[src/rtl/mux_arbiter_pkg.sv]
// Shared types and constants for the four-requester mux arbiter.
// Requester count and select width are fixed by the 4:1 mux being shared.
package mux_arb_pkg;

    typedef enum logic {
        IDLE  = 1'b0,
        GRANT = 1'b1
    } state_t;

    localparam int NUM_REQ = 4;
    localparam int SEL_W   = 2;

    function automatic logic [NUM_REQ-1:0] onehot(input logic [SEL_W-1:0] idx);
        return NUM_REQ'(1) << idx;
    endfunction

endpackage

[src/rtl/mux_arbiter_if.sv]
// Request/data/grant bundle between the requesters and the mux arbiter.
interface mux_arbiter_if #(
    parameter int WIDTH = 1
);
    import mux_arb_pkg::*;

    logic [NUM_REQ-1:0] req;
    logic [WIDTH-1:0]   in0;
    logic [WIDTH-1:0]   in1;
    logic [WIDTH-1:0]   in2;
    logic [WIDTH-1:0]   in3;
    logic [NUM_REQ-1:0] grant;
    logic               select0;
    logic               select1;
    logic [WIDTH-1:0]   out;
    logic               out_valid;
    logic               busy;

    modport master (
        output req, in0, in1, in2, in3,
        input  grant, select0, select1, out, out_valid, busy
    );

    modport slave (
        input  req, in0, in1, in2, in3,
        output grant, select0, select1, out, out_valid, busy
    );

endinterface

[src/rtl/mux_arbiter_mux.sv]
// Single-bit 4:1 multiplexer; address1 is the MSB of the select pair.
module behavioralMultiplexer (
    output logic out,
    input  logic address0,
    input  logic address1,
    input  logic in0,
    input  logic in1,
    input  logic in2,
    input  logic in3
);

    logic [3:0] inputs;
    logic [1:0] address;

    assign inputs  = {in3, in2, in1, in0};
    assign address = {address1, address0};
    assign out     = inputs[address];

endmodule

[src/rtl/mux_arbiter_rr_pick.sv]
// Combinational round-robin priority encoder: first set req bit at or after ptr, wrapping.
module rr_pick
    import mux_arb_pkg::*;
(
    input  logic [NUM_REQ-1:0] req,
    input  logic [SEL_W-1:0]   ptr,
    output logic [SEL_W-1:0]   idx,
    output logic               found
);

    logic [SEL_W-1:0] cand;

    // Walk offsets from farthest to nearest so the nearest hit is written last.
    always_comb begin
        idx   = ptr;
        found = 1'b0;
        cand  = ptr;
        for (int k = NUM_REQ - 1; k >= 0; k--) begin
            cand = ptr + SEL_W'(k);
            if (req[cand]) begin
                idx   = cand;
                found = 1'b1;
            end
        end
    end

endmodule

[src/rtl/mux_arbiter.sv]
// Round-robin owner of the shared 4:1 mux with bounded hold time and a registered output stream.
// state | meaning
// IDLE  | no owner; grant is zero, select pair holds its last value
// GRANT | one requester owns the mux; hold_q counts its consecutive cycles
module mux_arbiter
    import mux_arb_pkg::*;
#(
    parameter int WIDTH    = 1,
    parameter int MAX_HOLD = 8
) (
    input  logic         clk,
    input  logic         reset_n,
    mux_arbiter_if.slave bus
);

    localparam int HOLD_W = $clog2(MAX_HOLD) + 1;
    localparam logic [HOLD_W-1:0] HOLD_LAST = HOLD_W'(MAX_HOLD - 1);

    state_t             state, state_nxt;
    logic [NUM_REQ-1:0] grant_q, grant_nxt;
    logic [SEL_W-1:0]   sel_q, sel_nxt;
    logic [SEL_W-1:0]   prio_q, prio_nxt;
    logic [HOLD_W-1:0]  hold_q, hold_nxt;
    logic [WIDTH-1:0]   out_q;
    logic               out_valid_q;

    logic [SEL_W-1:0]   idle_idx, rot_idx;
    logic               idle_found, rot_found;
    logic [NUM_REQ-1:0] others;
    logic               hold_max;
    logic [WIDTH-1:0]   mux_out;

    // The owner is never a candidate for rotation, so the search runs over the others only.
    assign others   = bus.req & ~grant_q;
    assign hold_max = (hold_q == HOLD_LAST);

    rr_pick u_pick_idle (
        .req   (bus.req),
        .ptr   (prio_q),
        .idx   (idle_idx),
        .found (idle_found)
    );

    rr_pick u_pick_rot (
        .req   (others),
        .ptr   (sel_q + SEL_W'(1)),
        .idx   (rot_idx),
        .found (rot_found)
    );

    always_ff @(posedge clk or negedge reset_n) begin
        if (!reset_n) begin
            state   <= IDLE;
            grant_q <= '0;
            sel_q   <= '0;
            prio_q  <= '0;
            hold_q  <= '0;
        end else begin
            state   <= state_nxt;
            grant_q <= grant_nxt;
            sel_q   <= sel_nxt;
            prio_q  <= prio_nxt;
            hold_q  <= hold_nxt;
        end
    end

    always_comb begin
        state_nxt = state;
        grant_nxt = grant_q;
        sel_nxt   = sel_q;
        prio_nxt  = prio_q;
        hold_nxt  = hold_q;
        case (state)
            IDLE: begin
                if (idle_found) begin
                    state_nxt = GRANT;
                    grant_nxt = onehot(idle_idx);
                    sel_nxt   = idle_idx;
                    prio_nxt  = idle_idx + SEL_W'(1);
                    hold_nxt  = '0;
                end
            end
            GRANT: begin
                // Release and hold expiry share one handoff path with no idle bubble.
                if (!bus.req[sel_q] || (hold_max && rot_found)) begin
                    if (rot_found) begin
                        grant_nxt = onehot(rot_idx);
                        sel_nxt   = rot_idx;
                        prio_nxt  = rot_idx + SEL_W'(1);
                        hold_nxt  = '0;
                    end else begin
                        state_nxt = IDLE;
                        grant_nxt = '0;
                    end
                end else if (hold_max) begin
                    hold_nxt = '0;
                end else begin
                    hold_nxt = hold_q + HOLD_W'(1);
                end
            end
            default: begin
                state_nxt = IDLE;
                grant_nxt = '0;
            end
        endcase
    end

    for (genvar i = 0; i < WIDTH; i++) begin : g_mux
        behavioralMultiplexer u_mux (
            .out      (mux_out[i]),
            .address0 (sel_q[0]),
            .address1 (sel_q[1]),
            .in0      (bus.in0[i]),
            .in1      (bus.in1[i]),
            .in2      (bus.in2[i]),
            .in3      (bus.in3[i])
        );
    end

    always_ff @(posedge clk or negedge reset_n) begin
        if (!reset_n) begin
            out_q       <= '0;
            out_valid_q <= 1'b0;
        end else begin
            out_valid_q <= |grant_q;
            if (|grant_q) begin
                out_q <= mux_out;
            end
        end
    end

    assign bus.grant     = grant_q;
    assign bus.select0   = sel_q[0];
    assign bus.select1   = sel_q[1];
    assign bus.out       = out_q;
    assign bus.out_valid = out_valid_q;
    assign bus.busy      = (state == GRANT);

endmodule

[src/flat_wrapper.sv]
// flat-port wrapper written by rule: the top's interface ports become plain ports
module mux_arbiter_flat import mux_arb_pkg::*;
#(
    parameter int WIDTH    = 1,
    parameter int MAX_HOLD = 8
)
  (clk, reset_n, bus_req, bus_in0, bus_in1, bus_in2, bus_in3, bus_grant, bus_select0, bus_select1, bus_out, bus_out_valid, bus_busy);
  mux_arbiter_if #(.WIDTH(WIDTH)) bus_i ();
  input  logic clk;
  input  logic reset_n;
  input wire logic [$bits(bus_i.req)-1:0] bus_req;
  input wire logic [$bits(bus_i.in0)-1:0] bus_in0;
  input wire logic [$bits(bus_i.in1)-1:0] bus_in1;
  input wire logic [$bits(bus_i.in2)-1:0] bus_in2;
  input wire logic [$bits(bus_i.in3)-1:0] bus_in3;
  output wire logic [$bits(bus_i.grant)-1:0] bus_grant;
  output wire logic [$bits(bus_i.select0)-1:0] bus_select0;
  output wire logic [$bits(bus_i.select1)-1:0] bus_select1;
  output wire logic [$bits(bus_i.out)-1:0] bus_out;
  output wire logic [$bits(bus_i.out_valid)-1:0] bus_out_valid;
  output wire logic [$bits(bus_i.busy)-1:0] bus_busy;
  assign bus_i.req = bus_req;
  assign bus_i.in0 = bus_in0;
  assign bus_i.in1 = bus_in1;
  assign bus_i.in2 = bus_in2;
  assign bus_i.in3 = bus_in3;
  assign bus_grant = bus_i.grant;
  assign bus_select0 = bus_i.select0;
  assign bus_select1 = bus_i.select1;
  assign bus_out = bus_i.out;
  assign bus_out_valid = bus_i.out_valid;
  assign bus_busy = bus_i.busy;
  mux_arbiter #(.WIDTH(WIDTH), .MAX_HOLD(MAX_HOLD)) u_core (.clk(clk), .reset_n(reset_n), .bus(bus_i));
endmodule
[config.mk]
export PLATFORM = sky130hd
export DESIGN_NAME = mux_arbiter_flat
export DESIGN_NICKNAME = d
export VERILOG_FILES = /design/src/rtl/mux_arbiter_pkg.sv /design/src/rtl/mux_arbiter_if.sv /design/src/rtl/mux_arbiter_mux.sv /design/src/rtl/mux_arbiter_rr_pick.sv /design/src/rtl/mux_arbiter.sv /design/src/flat_wrapper.sv
export SDC_FILE = /design/constraint.sdc
export NUM_CORES = 1
export LEC_CHECK = 0
export ABC_AREA = 1
export CORE_ASPECT_RATIO = 0.75
export CORE_UTILIZATION = 35
export DETAILED_ROUTE_END_ITERATION = 6
export GPL_TIMING_DRIVEN = 1
export HOLD_SLACK_MARGIN = 0.05
export SETUP_SLACK_MARGIN = 0.5
export SYNTH_ARGS = -nofsm -noshare
export SYNTH_HDL_FRONTEND = slang
export SYNTH_SLANG_ARGS = --single-unit
[constraint.sdc]
create_clock -name clk -period 2.4 [get_ports clk]
set_clock_uncertainty 0.05 [all_clocks]
set_input_delay 0.6 -clock clk [delete_from_list [all_inputs] [get_ports clk]]
set_output_delay 0.6 -clock clk [all_outputs]
set_load 0.01 [all_outputs]
==> Word-level counts from Yosys, hierarchy flattened <==
Cells that the tools add are included.
{ "classes": {"n_addsub": 10, "n_lt_le_gt_ge": 9, "n_eq_ne": 5, "shift": 2, "muxes": 57, "n_bitwise": 3, "reduce_logical": 7} }
{ "op_table": {"columns": ["operator", "count"], "rows": [
  ["two-way mux 2 bit", 14],
  ["two-way mux 4 bit", 7],
  ["< comparator 2 x 3 -> 1 bit, second input constant", 9],
  ["two-way mux 1 bit", 21],
  ["binary-select mux 1 bit (select 2 bit)", 10],
  ["case mux 4 bit (2 select lines)", 2],
  ["adder 2 x 1 -> 2 bit, second input constant", 5],
  ["adder 2 bit, second input constant", 4],
  ["case mux 2 bit (2 select lines)", 2],
  ["left shift 1 x 2 -> 4 bit, first input constant", 2],
  ["adder 4 x 1 -> 4 bit, second input constant", 1],
  ["bitwise AND 4 bit", 1],
  ["equality test 4 x 3 -> 1 bit, second input constant", 1],
  ["!= test 2 bit, second input constant", 2],
  ["inverter 4 bit", 1],
  ["AND reduction 2 bit", 2],
  ["OR reduction 4 bit", 1],
  ["!= test 3 bit, second input constant", 1],
  ["AND reduction 3 bit", 1],
  ["!= test 2 x 1 -> 1 bit, second input constant", 1],
  ["case mux 1 bit (2 select lines)", 1],
  ["logical AND 1 bit", 1],
  ["zero test 1 bit", 1],
  ["logical OR 1 bit", 1],
  ["inverter 1 bit", 1]
]} }
{ "totals": {"register_bits": 15, "inputBits": 10, "wordCells": 100} }

==> Logic depth before layout (Yosys ltp) <==
Gate-level depths: netlist of the first run.
{ "logic_depth": {"ltp_word": 12, "depth_mapped": 16, "depth_no_buf": 15} }

==> Hierarchy <==
A second synthesis of the first run with hierarchy kept.
{ "unflattened": {"cells_unflattened": 239, "area_unflattened_um2": 1430.1} }
{ "modules_own_cells": {"columns": ["mod", "instances", "cells_each", "area_per_inst_um2", "seq_area_each_um2"], "rows": [
  ["mux_arbiter", 1, 120, 910.9, 375.4],
  ["rr_pick", 2, 53, 234.0, 0.0],
  ["behavioralMultiplexer", 1, 13, 51.3, 0.0]
]} }

==> Worst setup path before layout of the first run <==
Ideal clock, no wire load.
{ "synth_timing": {"path_type": "input -> register", "from": "input port bus_req[3]", "to": "register u_core.prio_q[1]", "arrival_time_ns": 1.577, "required_ns": 2.232, "setup_slack_ns": 0.655, "stages": 11, "path_buffers": 0, "cell_sequence": "inv_1 > o21ai_0 > nand2_1 > nand2_1 > inv_1 > nand4_2 > nand2_2 > nor2_4 > nand2_1 > nand2_1 > nand2_1"} }
{ "synth_between": {"elab_chain_len": 11, "elab_cells_between_ends": 48, "classes_between": "2 x add/sub; 3 x eq/ne; 38 x mux; 1 x bitwise; 4 x reduce/logical"} }
{ "synth_lines": {"columns": ["item", "line", "source"], "rows": [
  ["start, declared", "flat_wrapper.sv:11", "input wire logic [$bits(bus_i.req)-1:0] bus_req;"],
  ["bitwise AND 4 bit", "mux_arbiter.sv:34", "assign others = bus.req & ~grant_q;"],
  ["binary-select mux 1 bit (select 2 bit)", "mux_arbiter_rr_pick.sv:20", "if (req[cand]) begin"],
  ["two-way mux 1 bit (not written as such)", "mux_arbiter_rr_pick.sv:20", null],
  ["two-way mux 2 bit / two-way mux 1 bit (equally long branches) (4 in a row)", "mux_arbiter_rr_pick.sv:20", null],
  ["adder 2 x 1 -> 2 bit / logical AND 1 bit (equally long branches)", "mux_arbiter.sv:89, mux_arbiter.sv:85", null],
  ["two-way mux 2 bit / logical OR 1 bit (equally long branches)", "mux_arbiter.sv:86, mux_arbiter.sv:85", null],
  ["two-way mux 2 bit / != test 2 bit (equally long branches)", null, null],
  ["case mux 2 bit (2 select lines) / AND reduction 3 bit (equally long branches)", null, null],
  ["end signal, assigned", "mux_arbiter.sv:62", "prio_q <= prio_nxt;"],
  ["end, declared", "mux_arbiter.sv:22", "logic [SEL_W-1:0] prio_q, prio_nxt;"]
]} }
Several ways; a longest one is shown, not always the timed one. The select of a mux whose other input is x is not followed.
A chain may end at the register's enable or synchronous reset.

==> Worst setup path after layout of the first run <==
{ "layout_timing": {"from": "register u_core.sel_q[0]", "to": "output port bus_select0"} }
{ "layout_lines": {"columns": ["item", "line", "source"], "rows": [
  ["start, declared", "mux_arbiter.sv:21", "logic [SEL_W-1:0] sel_q, sel_nxt;"],
  ["start signal, assigned", "mux_arbiter.sv:61", "sel_q <= sel_nxt;"],
  ["end, declared", "flat_wrapper.sv:17", "output wire logic [$bits(bus_i.select0)-1:0] bus_select0;"]
]} }
No word-level cell between the ends.

==> results of run 1 <==
-- sequential cells by signal, summed over array words and instances (netlist names) --
register	count
u_core.bus.busy	1
u_core.sel_q	2
u_core.hold_q	4
u_core.bus.out	1
u_core.bus.grant	4
u_core.prio_q	2
u_core.bus.out_valid	1
-- cell type report --
type / instances / area, µm²
Timing Repair Buffer: 37 / 319.1
Fill cell: 333 / 1585
Multi-Input combinational cell: 161 / 894.6
Tap cell: 50 / 62.56
Inverter: 28 / 115.1
Clock buffer: 4 / 45.04
Sequential cell: 15 / 379.1
-- critical path, cell delays in order (launching register included) --
cell and delay, ps:
dfrtp_2 440, buf_6 140, buf_4 130, dlygate4sd2_1 270
-- path summary, 6_finish.rpt --
check	slack, ps	cells after the start	start	endpoint
setup / recovery	510	3	u_core.sel_q[0]	bus_select0
hold / removal	460	1	u_core.hold_q[0]	u_core.hold_q[0]
setup reg to reg	570	13	u_core.sel_q[0]	u_core.prio_q[1]
hold reg to reg	460	1	u_core.hold_q[0]	u_core.hold_q[0]
max in group asynchronous	1500	2	reset_n	u_core.prio_q[0]
min in group asynchronous	610	2	reset_n	u_core.bus.out
-- cell usage after synthesis (2+ instances only) --
| master | n | area (µm²) |
|---|---|---|
| inv_1 | 24 | 90.09 |
| nand3_1 | 27 | 135.1 |
| inv_2 | 4 | 15.01 |
| nand2_2 | 11 | 68.82 |
| nor2_2 | 3 | 18.77 |
| nand2_1 | 79 | 296.5 |
| o21a_1 | 2 | 15.01 |
| nand4_1 | 2 | 12.51 |
| o21ai_1 | 3 | 15.01 |
| buf_4 | 2 | 15.01 |
| nor2_1 | 12 | 45.04 |
| dfrtp_1 | 15 | 375.4 |
| o21ai_0 | 10 | 50.05 |
-- logic make-up after synthesis --
logic type,after synthesis
and+or+nand+nor,139
adders and majority gates,1
DFF,15
AOI/OAI and AO/OA,19
xor gates and xnor gates,2
buffers and inverters,31
-- through the flow --
| stage | worst slack, ps | hold slack (ps) | total power (µW) | utilization | std cells |
|---|---|---|---|---|---|
| after CTS | 513.8 | 460.2 | 2563 | 0.4801 | 286 |
| after global placement | -100.3 | 452.2 | 2306 | 0.4599 | 279 |
| after detailed placement | -81.97 | 451.7 | 2290 | 0.4599 | 279 |
| after floorplan | 655.4 | 254.4 | 1820 | - | 207 |
| final | 514.9 | 460.9 | 3031 | 0.5338 | 295 |
| after global routing | 447.9 | 503.9 | 3336 | 0.5338 | 295 |
-- routing by layer --
| layer | global-route usage | part of all wire |
|---|---|---|
| met5 | 0 | 0 |
| met4 | 0.02614 | 0.0076 |
| met3 | 0.04604 | 0.067 |
| met2 | 0.2835 | 0.45 |
| met1 | 0.2595 | 0.48 |
-- power by group through the flow --
| stage | Sequential (µW) | Clock (µW) | Combinational [µW] |
|---|---|---|---|
| final | 482 | 206 | 2340 |
| after global routing | 498 | 221 | 2620 |
| after CTS | 462 | 214 | 1890 |
| after detailed placement | 469 | 0 | 1820 |
| after global placement | 471 | 0 | 1830 |
| after floorplan | 463 | 0 | 1360 |
-- what timing repair did --
item | in CTS | in global routing
pin swaps | 2 | 13
buffers inserted | 3 | 8
setup endpoints to repair | 14 | 12
gates cloned | 0 | 1
gates resized for setup | 11 | 47
==> summary.md, run 1 <==
| Metric | Value |
|---|---|
| Status | finished clean |
| Max Slew Vio Count | 0 |
| Clock Sinks | 15 |
| Final hold viol count | 0 |
| Ys flop type | dfrtp_1 |
| HPWL Detailed | 2515 µm |
| Chip width | 72.24 µm |
| EDFF count, synth | 0 |
| Seq/Total Area, Yosys | 0.2899 |
| Combinational share of power | 0.773 |
| Sw frac | 0.5229 |
| Yosys warning total | 0 |
| Startpoint types | flip-flop |
| Grt ovf | 0 |
| Clock share of power | 0.068 |
| Core Footprint | 3401 µm² |
| Placed Instance Area | 1564 µm² |
| Post-synthesis cell area | 1295 µm² |
| Crit share post-route | 0.7855 |
| Wirelength, routed | 3536 µm |
| Adder-cell share of the synthesized area | 0.009662 |
| Max FO, Critical Path | 5 |
| Design area | 1815 µm² |
| # hold bufs at CTS | 0 |
| Area added between synthesis and finish | 40.19% |
| # rows | 18 |
| Vias in the first global route | 1,203 |
| Multiplexer area fraction after synthesis | 0 |
| Hold crit path type | flip-flop to flip-flop |
| Skew-Pair Late Insertion Delay | 250 ps |
| CP arrival | 1240 ps |
| Pwr Density | 1670 nW/µm² |
| Crit path time final | 1885 ps |
| Register share of total power | 0.159 |
| Crit Path Class | flip-flop to primary output |
| Netlist cell types | 26 |
| 1st-iter DRT viols | 88 |
| Most frequent cells in the layout | 70 x nand2_1, 21 x nand3_1, 17 x inv_1, 15 x nand2_2, 15 x buf_4 |
| GRT Util Overall | 0.1820 |
| Largest family of logic cells by synthesized area | simple AND/OR/NAND/NOR gates |
| F_max | 530.5 MHz |
| Crit path required time | 1750 ps |
| Ant diodes | 0 |
| Worst-Margin Slew | 214.2 ps |
| Clock Tree Root | clkbuf_8 |
| Antenna violations before repair | 0 |
| Final setup viols | 0 |
| Worst vdd ir | 0.6477 mV |
| Clk buf depth | 2 |
| Ys async rst share | 1.000 |
| Starting Density | 0.3808 |
| Cell-internal power | 1446 µW |
| Routed Antenna Nets | 0 |
| Synthesized flop and latch total | 15 |
| First-pass GRT wire length | 5395 µm |
| Largest net degree at the start of global routing | 16 |
| First-pass DRT Iterations | 4 |
| Die span in y | 54.68 µm |
| Syn Area/Cell | 6.256 µm² |
| Via Count | 1,416 |
| CTS tree | yes |
| Top-Level Pins | 19 |
| Synth Area in Simple Gates | 0.4918 |
| Layout cells sized above 1 | 0.3184 |
| Post-route DRC | 0 |
| RePlAce Congestion | 0.8283 |
| Synth Area in Compound Gates | 0.09372 |
| Clock-pin transition on the worst setup and hold timing paths | 60 ps |
| Most common cell after layout, fill and taps aside | nand2_1 |
| Worst Setup End Kind | primary output |
| Mapped Cells | 207 |
| Die area | 3950 µm² |
| Htree depth | 1 |
| RSZ-0062 raised after global routing | true |
| Wire length per cell | 11.99 µm |
| Final #Nets | 257 |
| Syn nets | 218 |
| P_sw | 1585 µW |
| # Max-Cap Violations | 0 |
| Slew HR | 0.8572 |
| Setup_tns | 0 ps |
| XOR/XNOR Fraction of Synth Area | 0.01353 |
| Clock buffers created by TritonCTS | 3 |
| Leakage | 0.0009524 µW |
| Port buffer count | 18 |
| Vias per Instance | 4.800 |
No activity file was read; power rests on OpenSTA's default activity.
==> run 2, diff against run 1 <==
==> constraint.sdc (replaced) <==
create_clock -name clk -period 1.8 [get_ports clk]
set_clock_uncertainty 0.05 [all_clocks]
set_input_delay 0.45 -clock clk [delete_from_list [all_inputs] [get_ports clk]]
set_output_delay 0.45 -clock clk [all_outputs]
set_load 0.01 [all_outputs]
==> summary.md, run 2 (synthesis results as in run 1) <==
| Metric | Value |
|---|---|
| Clock buffers created by TritonCTS | 3 |
| Clock Tree Root | clkbuf_8 |
| Final setup viols | 0 |
| Crit share post-route | 0.9899 |
| Crit Path Class | flip-flop to flip-flop |
| Hold crit path type | input pin to asynchronous set/reset pin |
| HPWL Detailed | 2715 µm |
| Clk buf depth | 2 |
| Skew-Pair Late Insertion Delay | 250 ps |
| Routed Antenna Nets | 0 |
| Htree depth | 1 |
| 1st-iter DRT viols | 50 |
| Clock-pin transition on the worst setup and hold timing paths | 60 ps |
| Die area | 3950 µm² |
| Final #Nets | 272 |
| Pwr Density | 2187 nW/µm² |
| Vias in the first global route | 1,292 |
| Worst vdd ir | 1.188 mV |
| Max FO, Critical Path | 6 |
| Layout cells sized above 1 | 0.4654 |
| Post-route DRC | 0 |
| GRT Util Overall | 0.2017 |
| Vias per Instance | 4.774 |
| Chip width | 72.24 µm |
| Status | finished clean |
| Max Slew Vio Count | 0 |
| M1 WL | 1878 µm |
| Largest net degree at the start of global routing | 10 |
| Leakage | 0.001067 µW |
| Power Total | 4482 µW |
| F_max | 561.3 MHz |
| Wire length per cell | 12.29 µm |
| CTS tree | yes |
| Starting Density | 0.3808 |
| Startpoint types | flip-flop |
| R2r worst-path depth | 13 |
| First-pass GRT wire length | 5913 µm |
| Top Layer Used | met4 |
| Worst Setup End Kind | flip-flop |
| Area added between synthesis and finish | 58.26% |
| # rows | 18 |
| Most common cell after layout, fill and taps aside | nand2_1 |
| Grt ovf | 0 |
| Final hold viol count | 0 |
| RSZ-0062 raised after global routing | true |
| Antenna violations before repair | 0 |
| Top-Level Pins | 19 |
| Setup_tns | 0 ps |
| DR WL met2 | 1755 µm |
| Via Count | 1,480 |
| Most frequent cells in the layout | 58 x nand2_1, 23 x nand2_2, 20 x buf_4, 19 x buf_6, 16 x nand3_1 |
| RePlAce Congestion | 0.9081 |
| First-pass DRT Iterations | 4 |
| Setup WS post-layout | 18.27 ps |
| Pre-CTS WS | -484.2 ps |
| Clock Sinks | 15 |
| Crit path required time | 1890 ps |
| Slew HR | 0.7940 |
| Ant diodes | 0 |
| CP arrival | 1870 ps |
| # Max-Cap Violations | 0 |
| WL met3 | 161 µm |
| Port buffer count | 18 |
| Die span in y | 54.68 µm |
| Core Footprint | 3401 µm² |
| Worst-Margin Slew | 308.1 ps |
| Crit path time final | 1782 ps |
| Wirelength, routed | 3810 µm |
-- run 2: cell count changes in the layout (fill, tap and decap cells not counted), sizes merged --
cell	previous run	this run
buf	19	43
clkbuf	8	3
clkdlybuf4s15	0	2
clkdlybuf4s50	13	5
clkinv	0	1
dlygate4sd2	1	2
-- run 2: final cells by class --
cell class / instances / area [µm²]
multi-input combinational: 161 / 973.4
tap: 50 / 62.56
fill: 312 / 1351
timing repair buffer: 52 / 471.7
sequential: 15 / 380.4
inverter: 28 / 115.1
clock inverter: 1 / 5.005
clock buffer: 3 / 41.29
-- run 2: where the power goes --
| group | leakage, µW | switching, µW | internal [µW] |
|---|---|---|---|
| registers | 0.000181 | 162 | 493 |
| logic | 0.000860 | 2030 | 1530 |
| clock network | 0.0000255 | 116 | 153 |
| total | 0.00107 | 2300 | 2180 |
-- run 2: worst paths after layout --
| check | from | endpoint | slack (ps) |
|---|---|---|---|
| max in group asynchronous | reset_n | u_core.prio_q[1] | 850 |
| hold reg to reg | u_core.hold_q[0] | u_core.hold_q[0] | 460 |
| setup reg to reg | u_core.sel_q[0] | u_core.prio_q[1] | 20 |
| hold / removal | reset_n | u_core.bus.out_valid | 400 |
| setup / recovery | u_core.sel_q[0] | u_core.prio_q[1] | 20 |
| min in group clk | u_core.hold_q[0] | u_core.hold_q[0] | 460 |
-- run 2: critical path: stages, from the launching register on --
cell and delay [ps]:
dfrtp_2 450, buf_6 150, nand3_2 90, nand2_4 60
nor2_4 160, inv_2 60, nor2_4 100, nand2_4 80
a21oi_4 170, nor2_4 80, nand2_2 80, nand2_1 50
nand2_1 50, nand2_1 40
-- run 2: stage by stage --
step | hold slack, ps | instances | instance area, µm² | util
6_report | 403.3 | 310 | 2049 | 0.6026
3_5_place_dp | 447.9 | 292 | 1693 | 0.4978
2_1_floorplan | 104.4 | 207 | 1330 | -
4_1_cts | 408.1 | 306 | 1846 | 0.5427
3_3_place_gp | 449.3 | 292 | 1693 | 0.4978
5_1_grt | 416.6 | 310 | 2049 | 0.6026
-- run 2: routing by layer --
metal,track usage,vias to the layer above
li1,-,764
met1,0.2851,682
met2,0.3271,32
met3,0.04052,2
met4,0.02941,0
met5,0,-
-- run 2: timing repair --
action / 4_1_cts / 5_1_grt
setup buffers: 10 / 4
pin swaps: 15 / 21
resized for setup: 65 / 56
endpoints found under the setup margin: 22 / 21
hold buffers: 0 / 0
